## config.mk

```make
export PLATFORM = sky130hd
export DESIGN_NAME = multdiv_seq
export DESIGN_NICKNAME = d
export VERILOG_FILES = /design/src/rtl/multdiv_seq_pkg.sv /design/src/rtl/md_addsub.sv /design/src/rtl/multdiv_seq.sv
export SDC_FILE = /design/constraint.sdc
export NUM_CORES = 1
export LEC_CHECK = 0
export CAP_MARGIN = 15
export CELL_PAD_IN_SITES_DETAIL_PLACEMENT = 0
export CELL_PAD_IN_SITES_GLOBAL_PLACEMENT = 1
export CORE_AREA = 3 3 170 172
export DETAILED_ROUTE_END_ITERATION = 8
export DIE_AREA = 0 0 173 175
export HOLD_SLACK_MARGIN = 0.02
export PLACE_DENSITY = 0.77
export SLEW_MARGIN = 20
export SYNTH_ARGS = -nofsm -noshare
export SYNTH_HDL_FRONTEND = slang
export SYNTH_HIERARCHICAL = 1
export SYNTH_SLANG_ARGS = --single-unit
```

## constraint.sdc

```tcl
create_clock -name clock -period 7.5 [get_ports clock]
set_clock_uncertainty 0.1 [all_clocks]
set_input_delay 2.25 -clock clock [delete_from_list [all_inputs] [get_ports clock]]
set_output_delay 2.25 -clock clock [all_outputs]
set_load 0.005 [all_outputs]
```

## src/rtl/multdiv_seq_pkg.sv

```systemverilog
// Shared types and constants for the sequential multiply/divide unit.
package multdiv_seq_pkg;

    localparam int WIDTH_DEF = 32;

    typedef enum logic [1:0] {
        IDLE = 2'd0,
        RUN  = 2'd1,
        FIX  = 2'd2,
        DONE = 2'd3
    } state_t;

    // Iteration counter must hold 0..ITER-1 with a spare bit of headroom.
    function automatic int cnt_width(input int iter);
        return $clog2(iter) + 1;
    endfunction

endpackage

```

## src/rtl/md_addsub.sv

```systemverilog
// WIDTH+1 bit adder/subtractor shared by the iteration datapath and the sign fix.
module md_addsub #(
    parameter int WIDTH = 32
) (
    input  logic [WIDTH:0] a,
    input  logic [WIDTH:0] b,
    input  logic           sub,
    output logic [WIDTH:0] sum
);

    logic [WIDTH:0] b_eff_s;

    // Subtraction is a + ~b + 1, the same invert-plus-one negation used by the ALU.
    assign b_eff_s = b ^ {(WIDTH+1){sub}};
    assign sum     = a + b_eff_s + {{WIDTH{1'b0}}, sub};

endmodule

```

## src/rtl/multdiv_seq.sv

```systemverilog
// Multicycle signed multiply/divide: one bit per clock on magnitudes, then a sign/exception fix cycle.
module multdiv_seq
    import multdiv_seq_pkg::*;
#(
    parameter int WIDTH = WIDTH_DEF,
    parameter int ITER  = WIDTH
) (
    input  logic             clock,
    input  logic             reset_n,
    input  logic [WIDTH-1:0] data_operandA,
    input  logic [WIDTH-1:0] data_operandB,
    input  logic             ctrl_MULT,
    input  logic             ctrl_DIV,
    output logic [WIDTH-1:0] data_result,
    output logic             data_exception,
    output logic             data_resultRDY,
    output logic             busy
);

    localparam int CNT_W = cnt_width(ITER);

    function automatic logic [WIDTH-1:0] magnitude(input logic [WIDTH-1:0] v);
        if (v[WIDTH-1]) begin
            return ~v + {{(WIDTH-1){1'b0}}, 1'b1};
        end else begin
            return v;
        end
    endfunction

    state_t           state_r, state_n_s;
    logic [CNT_W-1:0] cnt_r;
    logic             is_mult_r, sign_a_r, sign_b_r;
    logic [WIDTH-1:0] opnd_r, hi_r, lo_r;
    logic [WIDTH-1:0] hi_n_s, lo_n_s;
    logic [WIDTH:0]   add_a_s, add_b_s, add_sum_s, shifted_s, mul_sel_s;
    logic             add_sub_s;
    logic             start_s, last_iter_s, neg_s, mul_ovf_s, div_zero_s, div_ovf_s;
    logic [WIDTH-1:0] fix_res_s;
    logic             fix_exc_s;
    logic [WIDTH-1:0] result_r;
    logic             exc_r, rdy_r, busy_r;

    assign start_s     = ctrl_MULT | ctrl_DIV;
    assign last_iter_s = (cnt_r == CNT_W'(ITER - 1));
    assign shifted_s   = {hi_r, lo_r[WIDTH-1]};
    assign mul_sel_s   = lo_r[0] ? add_sum_s : {1'b0, hi_r};

    md_addsub #(.WIDTH(WIDTH)) u_addsub (
        .a   (add_a_s),
        .b   (add_b_s),
        .sub (add_sub_s),
        .sum (add_sum_s)
    );

    // State register.
    always_ff @(posedge clock or negedge reset_n) begin
        if (!reset_n) begin
            state_r <= IDLE;
        end else begin
            state_r <= state_n_s;
        end
    end

    // Next-state logic; a start pulse restarts from any state.
    always_comb begin
        state_n_s = state_r;
        if (start_s) begin
            state_n_s = RUN;
        end else begin
            case (state_r)
                IDLE:    state_n_s = IDLE;
                RUN:     state_n_s = last_iter_s ? FIX : RUN;
                FIX:     state_n_s = DONE;
                DONE:    state_n_s = IDLE;
                default: state_n_s = IDLE;
            endcase
        end
    end

    // Shared adder operand select: negate in FIX, shift-add or trial-subtract in RUN.
    always_comb begin
        add_a_s   = {(WIDTH+1){1'b0}};
        add_b_s   = {1'b0, opnd_r};
        add_sub_s = 1'b0;
        if (state_r == FIX) begin
            add_b_s   = {1'b0, lo_r};
            add_sub_s = 1'b1;
        end else if (is_mult_r) begin
            add_a_s   = {1'b0, hi_r};
        end else begin
            add_a_s   = shifted_s;
            add_sub_s = 1'b1;
        end
    end

    // Iteration next values; the quotient and low product both end up in lo_r.
    always_comb begin
        hi_n_s = hi_r;
        lo_n_s = lo_r;
        if (is_mult_r) begin
            hi_n_s = mul_sel_s[WIDTH:1];
            lo_n_s = {mul_sel_s[0], lo_r[WIDTH-1:1]};
        end else if (!add_sum_s[WIDTH]) begin
            hi_n_s = add_sum_s[WIDTH-1:0];
            lo_n_s = {lo_r[WIDTH-2:0], 1'b1};
        end else begin
            hi_n_s = shifted_s[WIDTH-1:0];
            lo_n_s = {lo_r[WIDTH-2:0], 1'b0};
        end
    end

    // Sign fix and exceptions, judged on the unsigned magnitude result.
    always_comb begin
        neg_s      = sign_a_r ^ sign_b_r;
        div_zero_s = (opnd_r == {WIDTH{1'b0}});
        div_ovf_s  = !neg_s && lo_r[WIDTH-1];
        fix_res_s  = neg_s ? add_sum_s[WIDTH-1:0] : lo_r;
        fix_exc_s  = 1'b0;
        // A negative product may reach exactly 2^(WIDTH-1); a positive one may not.
        if (neg_s) begin
            mul_ovf_s = (|hi_r) || (lo_r[WIDTH-1] && (|lo_r[WIDTH-2:0]));
        end else begin
            mul_ovf_s = (|hi_r) || lo_r[WIDTH-1];
        end
        if (is_mult_r) begin
            fix_exc_s = mul_ovf_s;
        end else if (div_zero_s) begin
            fix_res_s = {WIDTH{1'b0}};
            fix_exc_s = 1'b1;
        end else begin
            fix_exc_s = div_ovf_s;
        end
    end

    // Operand capture, iteration and output load.
    always_ff @(posedge clock or negedge reset_n) begin
        if (!reset_n) begin
            cnt_r     <= {CNT_W{1'b0}};
            is_mult_r <= 1'b0;
            sign_a_r  <= 1'b0;
            sign_b_r  <= 1'b0;
            opnd_r    <= {WIDTH{1'b0}};
            hi_r      <= {WIDTH{1'b0}};
            lo_r      <= {WIDTH{1'b0}};
            result_r  <= {WIDTH{1'b0}};
            exc_r     <= 1'b0;
        end else if (start_s) begin
            cnt_r     <= {CNT_W{1'b0}};
            is_mult_r <= ctrl_MULT;
            sign_a_r  <= data_operandA[WIDTH-1];
            sign_b_r  <= data_operandB[WIDTH-1];
            opnd_r    <= ctrl_MULT ? magnitude(data_operandA) : magnitude(data_operandB);
            lo_r      <= ctrl_MULT ? magnitude(data_operandB) : magnitude(data_operandA);
            hi_r      <= {WIDTH{1'b0}};
        end else begin
            case (state_r)
                RUN: begin
                    cnt_r <= cnt_r + {{(CNT_W-1){1'b0}}, 1'b1};
                    hi_r  <= hi_n_s;
                    lo_r  <= lo_n_s;
                end
                FIX: begin
                    result_r <= fix_res_s;
                    exc_r    <= fix_exc_s;
                end
                default: begin
                    cnt_r <= cnt_r;
                end
            endcase
        end
    end

    // Handshake outputs; an operation abandoned by a restart never strobes.
    always_ff @(posedge clock or negedge reset_n) begin
        if (!reset_n) begin
            rdy_r  <= 1'b0;
            busy_r <= 1'b0;
        end else begin
            rdy_r  <= (state_r == DONE) && !start_s;
            busy_r <= (state_n_s == RUN) || (state_n_s == FIX);
        end
    end

    assign data_result    = result_r;
    assign data_exception = exc_r;
    assign data_resultRDY = rdy_r;
    assign busy           = busy_r;

endmodule

```

Word-level counts from Yosys, hierarchy flattened:

Index checks and enable logic that the tools add are counted.

* register bits: 142
* output and inout bits: 35
* logic and storage cells: 73

* add/subtract/negate cells: 5
* equal/unequal tests: 6
* multiplexer cells: 29
* bitwise operators: 6
* reduce and logical (&&, ||, !) cells: 15

Operator list (number)
* $mux W32: 15
* $mux W33: 3
* $add A32 B1 Y32 const B: 2
* $not A32 Y32: 2
* $add A33 B1 Y33: 1
* $add A33 B33 Y33: 1
* $xor A32 B33 Y33: 1
* $logic_not A32 Y1: 1
* $reduce_or A32 Y1: 1
* $reduce_or A31 Y1: 1
* $mux W6: 2
* $add A6 B1 Y6 const B: 1
* $eq A2 B2 Y1 const B: 3
* $eq A6 B5 Y1 const B: 1
* $mux W1: 6
* $pmux W2 S3: 1
* $eq A2 B1 Y1 const B: 2
* $mux W2: 2
* $logic_and A1 B1 Y1: 3
* $logic_or A1 B1 Y1: 3
* $logic_not A1 Y1: 2
* $logic_not A2 Y1: 1
* $reduce_and A2 Y1: 1
* $reduce_bool A2 Y1: 1
* 4 further kinds: 4

Logic depth before layout (Yosys ltp):

* depth in word-level cells: 9
* mapped depth: 23
* mapped depth without buffers: 18

Hierarchy:

The synthesis kept the hierarchy.

Modules (own cells, without submodules)
* multdiv_seq: times used 1, cells each 1253, area an instance 10267.3 um^2
* md_addsub: times used 1, cells each 291, area an instance 2028.2 um^2

Least setup slack after synthesis:

OpenSTA, ideal clock, no wires.

* path kind: register to register
* start: register is_mult_r
* end: register hi_r[31]
* setup time: 132 ps
* arrival time: 5177 ps
* required time: 7268 ps
* slack: 2091 ps
* cell stages (with the launch flop): 24
* path buffers: 9
* period minus slack after synthesis: 5409 ps
* cell sequence: dfrtp_1 -> buf_1 -> clkbuf_1 -> buf_1 -> nand2_1 -> buf_2 -> buf_1 -> xor2_1 -> ha_1 -> clkbuf_2 -> a211o_1 -> a21oi_1 -> o211ai_1 -> a21oi_1 -> o21ai_1 -> a311oi_1 -> xnor2_1 -> clkbuf_1 -> clkbuf_1 -> buf_1 -> mux2i_1 -> o211ai_1 -> o21ai_0 -> nor2_1

* cells in the longest elaborated chain, start to end: 9
* elaborated cells on any way between the ends: 12

Ends and longest elaborated chain
* start, declared: line multdiv_seq.sv:32 `logic is_mult_r, sign_a_r, sign_b_r;`
* start signal, assigned: line multdiv_seq.sv:149 `is_mult_r <= ctrl_MULT;`
* $mux W1 (*): line multdiv_seq.sv:88 `end else if (is_mult_r) begin`
* $mux W1 (*): line multdiv_seq.sv:85 `if (state_r == FIX) begin`
* via add_sub_s: line multdiv_seq.sv:36 `logic add_sub_s;`
* $xor A32 B33 Y33: line md_addsub.sv:14 `assign b_eff_s = b ^ {(WIDTH+1){sub}};`
* $add A33 B33 Y33: line md_addsub.sv:15 `assign sum = a + b_eff_s + {{WIDTH{1'b0}}, sub};`
* $add A33 B1 Y33 (*): line md_addsub.sv:15
* via add_sum_s[32]: line multdiv_seq.sv:35 `logic [WIDTH:0] add_a_s, add_b_s, add_sum_s, shifted_s, mul_sel_s;`
* $mux W32 / $mux W33 (equally long branches): line multdiv_seq.sv:103, multdiv_seq.sv:46
* $mux W32 (*): line multdiv_seq.sv:100 `if (is_mult_r) begin`
* $mux W32 (*): line multdiv_seq.sv:156 `case (state_r)`
* $mux W32 (*): line multdiv_seq.sv:147 `end else if (start_s) begin`
* end signal, assigned: line multdiv_seq.sv:143 `hi_r <= {WIDTH{1'b0}};`
* end signal, assigned: line multdiv_seq.sv:154 `hi_r <= {WIDTH{1'b0}};`
* end signal, assigned: line multdiv_seq.sv:159 `hi_r <= hi_n_s;`
* end, declared: line multdiv_seq.sv:33 `logic [WIDTH-1:0] opnd_r, hi_r, lo_r;`

Mark *: on every way through the listed nets, which the timed path passes. The rest lies on a longest branch. The select of a mux whose other input is x is not followed.
A chain may end at the register's enable or synchronous reset.

Worst setup path after layout:

* start: register is_mult_r
* end: register hi_r[2]

* elaborated cells on any way between the ends: 12

RTL lines
* $mux W33: line multdiv_seq.sv:88
* $mux W33: line multdiv_seq.sv:85
* via add_a_s[11]: line multdiv_seq.sv:35
* $add A33 B33 Y33: line md_addsub.sv:15
* $add A33 B1 Y33: line md_addsub.sv:15
* via add_sum_s[32]: line multdiv_seq.sv:35
* $mux W32: line multdiv_seq.sv:103 `end else if (!add_sum_s[WIDTH]) begin`
* $mux W32: line multdiv_seq.sv:100
* $mux W32: line multdiv_seq.sv:156
* $mux W32: line multdiv_seq.sv:147

The timed path passes the listed nets, and every way through them passes these cells. The select of a mux whose other input is x is not followed.

==> impl_metrics.tcl <==
set metrics [dict create \
    peak_supply_drop_mv 0.109 \
    synth.mux.area_fraction_pct 11.2 \
    coreArea_um2 27600 \
    mappedNetlistArea_um2 12300 \
    synth_top_cell_by_area "sky130_fd_sc_hd__dfrtp_1" \
    clkLatencyLatePin_ps 440 \
    placed_cells 1934 \
    status "completed" \
    final_period_minus_worst_setup_slack_ps 5360 \
    worstRegToRegCells 16 \
    timing.setup.critical_path_class "register to register" \
    floorplan.die.width_um 173 \
    finish.net_count 1678 \
    detailedRoute.firstIterationViolations 904 \
    synthesized_area_fraction_occupied_by_ao_oa_aoi_and_oai_cells_pct 23.2 \
    die_area_um2 30300 \
    cts.path.max_buffers 2 \
    number_of_enable_type_register_cells_in_the_synthesized_netlist 0 \
    initial_utilization_pct 44.5 \
    synth_seq_cells 142 \
    synth_most_common_cell "sky130_fd_sc_hd__nand2_1" \
    p_comb_share_pct 37.3 \
    cts_num_sinks 142 \
    final-setup-viol-count 0 \
    fillerInstances 2797 \
    synth_simple_gate_area_share_pct 20.0 \
    power_report.internal_total_mw 1.74 \
    synth.lib_cells_used.distinct 70 \
    share_of_the_synthesized_area_in_the_top_cell_type_pct 28.9 \
    final_cell_count_no_fill 1966 \
    cts_tree "done" \
    syn_inst 1544 \
    worst-r2r-setup-slack_ps 2140 \
    setup_buffers_after_cts 0 \
    worstPathCellList "buf_4 -> mux2i_1 -> nor2_1 -> ha_1 -> a21o_1 -> nor4_1 -> a21o_1 -> o21ai_1 -> a311oi_1 -> xnor2_2 -> buf_4 -> nor2b_1 -> a211oi_1 -> a211oi_1 -> a21oi_1 -> nor2_1" \
    max-slew-margin-rel_pct 26.7 \
    setup_total_negative_slack_ps 0 \
    pre_antenna_drt_iters 5 \
    fraction_of_layout_instances_using_a_drive_strength_above_1_pct 5.29 \
    synth_warnings 6 \
    holdCritPathClass "register to register" \
    drt-wirelength-per-cell_um 19.7 \
    placementRows 61 \
    worst_setup_hold_path_clk_slew_ps 80 \
    h-tree-depth 4 \
    drt-total-wl_mm 38.8 \
    globalRoute.totalOverflow 0 \
    pwr-share-clk_pct 30.2 \
    synth_top_flop_cell "sky130_fd_sc_hd__dfrtp_1" \
    dr_vias_cell 5.91 \
    max-cap-violations 0 \
    clockRootBuffer "sky130_fd_sc_hd__clkbuf_16" \
    synth_xor_xnor_area_share_pct 9.05 \
    cts_made_buffers 17 \
    wire_length_of_the_first_global_routing_pass_mm 62.3 \
    path_buf_inv 2 \
    critical_path_arrival_ps 5550 \
    critical-path-max-stage-delay_ps 850 \
    detail_route.drc_violations 0 \
    post-route-worst-setup-slack_ps 2140 \
    clock.fmax_ghz 0.186 \
    drtAntennaViolNets 0 \
    routabilityCongestion 0.904 \
    grtUsageTotal_pct 25.4 \
    cts.hold.buffers_added 0 \
    unrepaired_setup_endpoints_after_global_routing "false" \
    p_total_mw 2.90 \
    dominant_combinational_cell_family_by_area_after_synthesis "compound AO/OA/AOI/OAI gates" \
    maximum_number_of_pins_on_one_net_before_global_route_repair 80 \
    synth.top_cells.by_area "sky130_fd_sc_hd__dfrtp_1 (29%), sky130_fd_sc_hd__mux2i_1 (11%), sky130_fd_sc_hd__nand2_1 (6.6%)" \
    worst_setup_path_start_kind "register" \
    ys_async_sr_fraction_pct 100 \
    syn-num-nets 1647 \
    hold_start "data_result[19]" \
    num_vias 11600 \
    post-route-period-util_pct 71.5 \
    post-place-ws_ps 2190 \
    syn_area_per_cell_um2 7.96 \
    path_max_fanout 65 \
    timing.rr.start "is_mult_r" \
    portBuffers 102 \
    antenna_cells_inserted 0 \
    drv_slew 0 \
    power_frac_seq_pct 32.4 \
    power_density_nw_per_um2 206 \
    endpoint_of_the_worst_slack_reg_to_reg_timing_path "hi_r[2]" \
    pin_count 103 \
    tightestPinTransition_ps 1100 \
    timing.final.hold_violations 0 \
    place.detailed.hpwl_mm 28.3 \
    grt_antenna_before_repair 0 \
    cp-end-kind "register" \
    post_synth_fa_ha_maj_area_fraction_pct 3.62 \
    seq_area_frac_synth_pct 28.9 \
    static-leakage-power_nw 6.15 \
    cts_resized 0 \
    min_to "data_result[19]" \
    via_count_of_the_first_global_routing_pass 10900 \
    cp_slowest_cell "sky130_fd_sc_hd__dfrtp_4" \
    synth_top_cells_by_count "sky130_fd_sc_hd__nand2_1 (216), sky130_fd_sc_hd__nor2_1 (143), sky130_fd_sc_hd__dfrtp_1 (142)" \
    die_height_um 175 \
    cp_data_required_time_ps 7690 \
    p_sw_share_pct 40.0 \
    cpLargestDelayFamily "compound AO/OA/AOI/OAI gates" \
    total_switching_power_mw 1.16 \
    area_growth_pct 14.9 \
    hold_path_cell_cnt 2 \
]
-- cell families after synthesis --
kind of cell,after synthesis
compound gates,443
flops,142
mux,137
buf+inv,129
other cells,1
xor+xnor,127
fa+ha+maj,35
simple gates,530
-- layout by cell type (no fill, tap or decap), types with 32 or more instances in the layout --
cell                              netlist  final
sky130_fd_sc_hd__nand2_1              216    216
sky130_fd_sc_hd__xor2_1                81     81
sky130_fd_sc_hd__mux2i_1              137    137
sky130_fd_sc_hd__clkdlybuf4s50_1        0     99
sky130_fd_sc_hd__a211oi_1              91     91
sky130_fd_sc_hd__nor4_1                32     32
sky130_fd_sc_hd__ha_1                  34     34
sky130_fd_sc_hd__xnor2_1               46     44
sky130_fd_sc_hd__nor2b_1               41     39
sky130_fd_sc_hd__dfrtp_1              142    140
sky130_fd_sc_hd__o21ai_0              106    106
sky130_fd_sc_hd__a21oi_1              111    111
sky130_fd_sc_hd__nor2_1               143    142
-- flip-flops by register name, summed over array words and instances, names as in the netlist --
signal / cells
busy: 1
cnt_r: 6
data_exception: 1
data_result: 32
data_resultRDY: 1
hi_r: 32
is_mult_r: 1
lo_r: 32
opnd_r: 32
sign_a_r: 1
sign_b_r: 1
state_r: 2
-- layer usage --
metal / up-vias / GRT usage [%] / routed length [um]
li1: 5680 / - / -
met1: 5514 / 38.3 / 19100
met2: 385 / 38.2 / 16700
met3: 39 / 3.26 / 2230
met4: 0 / 7.06 / 760
met5: - / 0 / 0
-- worst max path at each step --
stage	startpoint	endpoint	slack, ps	depth (start not counted)
2_1_floorplan	is_mult_r	hi_r[31]	2090	23
3_3_place_gp	data_operandA[0]	lo_r[24]	2200	9
3_5_place_dp	data_operandA[0]	lo_r[24]	2190	9
4_1_cts	is_mult_r	hi_r[19]	2180	16
5_1_grt	is_mult_r	hi_r[16]	1680	17
6_report	is_mult_r	hi_r[2]	2140	16
-- per-stage QoR --
stage / hold WS [ps] / instance area (um^2) / util [%]
final: 375 / 14100 / 51.1
after floorplan: 353 / 12300 / -
after detailed placement: 370 / 13500 / 49.0
after global placement: 361 / 13500 / 49.0
after global routing: 405 / 14100 / 51.1
after CTS: 385 / 14100 / 51.1
-- worst register-to-register path, cell delays in order (launching register included) --
cell and delay [ps]:
sky130_fd_sc_hd__dfrtp_4 850, sky130_fd_sc_hd__buf_4 660, sky130_fd_sc_hd__mux2i_1 310, sky130_fd_sc_hd__nor2_1 70, sky130_fd_sc_hd__ha_1 400, sky130_fd_sc_hd__a21o_1 250, sky130_fd_sc_hd__nor4_1 330, sky130_fd_sc_hd__a21o_1 210
sky130_fd_sc_hd__o21ai_1 180, sky130_fd_sc_hd__a311oi_1 450, sky130_fd_sc_hd__xnor2_2 160, sky130_fd_sc_hd__buf_4 510, sky130_fd_sc_hd__nor2b_1 170, sky130_fd_sc_hd__a211oi_1 270, sky130_fd_sc_hd__a211oi_1 80, sky130_fd_sc_hd__a21oi_1 150
sky130_fd_sc_hd__nor2_1 50
-- power groups by stage --
stage,clock (mW),sequential (mW),combinational [mW]
2_1_floorplan,0,0.897,0.796
3_3_place_gp,0,0.952,1.06
3_5_place_dp,0,0.951,1.07
4_1_cts,0.894,0.938,1.08
5_1_grt,0.920,0.950,1.20
6_report,0.878,0.942,1.08
-- layout make-up --
class / count / area [um^2] / area share (%)
Timing Repair Buffer: 123 / 1170 / 8.28
Sequential cell: 142 / 3560 / 25.2
Clock inverter: 14 / 151 / 1.07
Multi-Input combinational cell: 1273 / 8270 / 58.6
Clock buffer: 18 / 429 / 3.04
Tap cell: 378 / 473 / 3.35
Inverter: 18 / 67.6 / 0.478
Power figures use the tool's default switching activity.
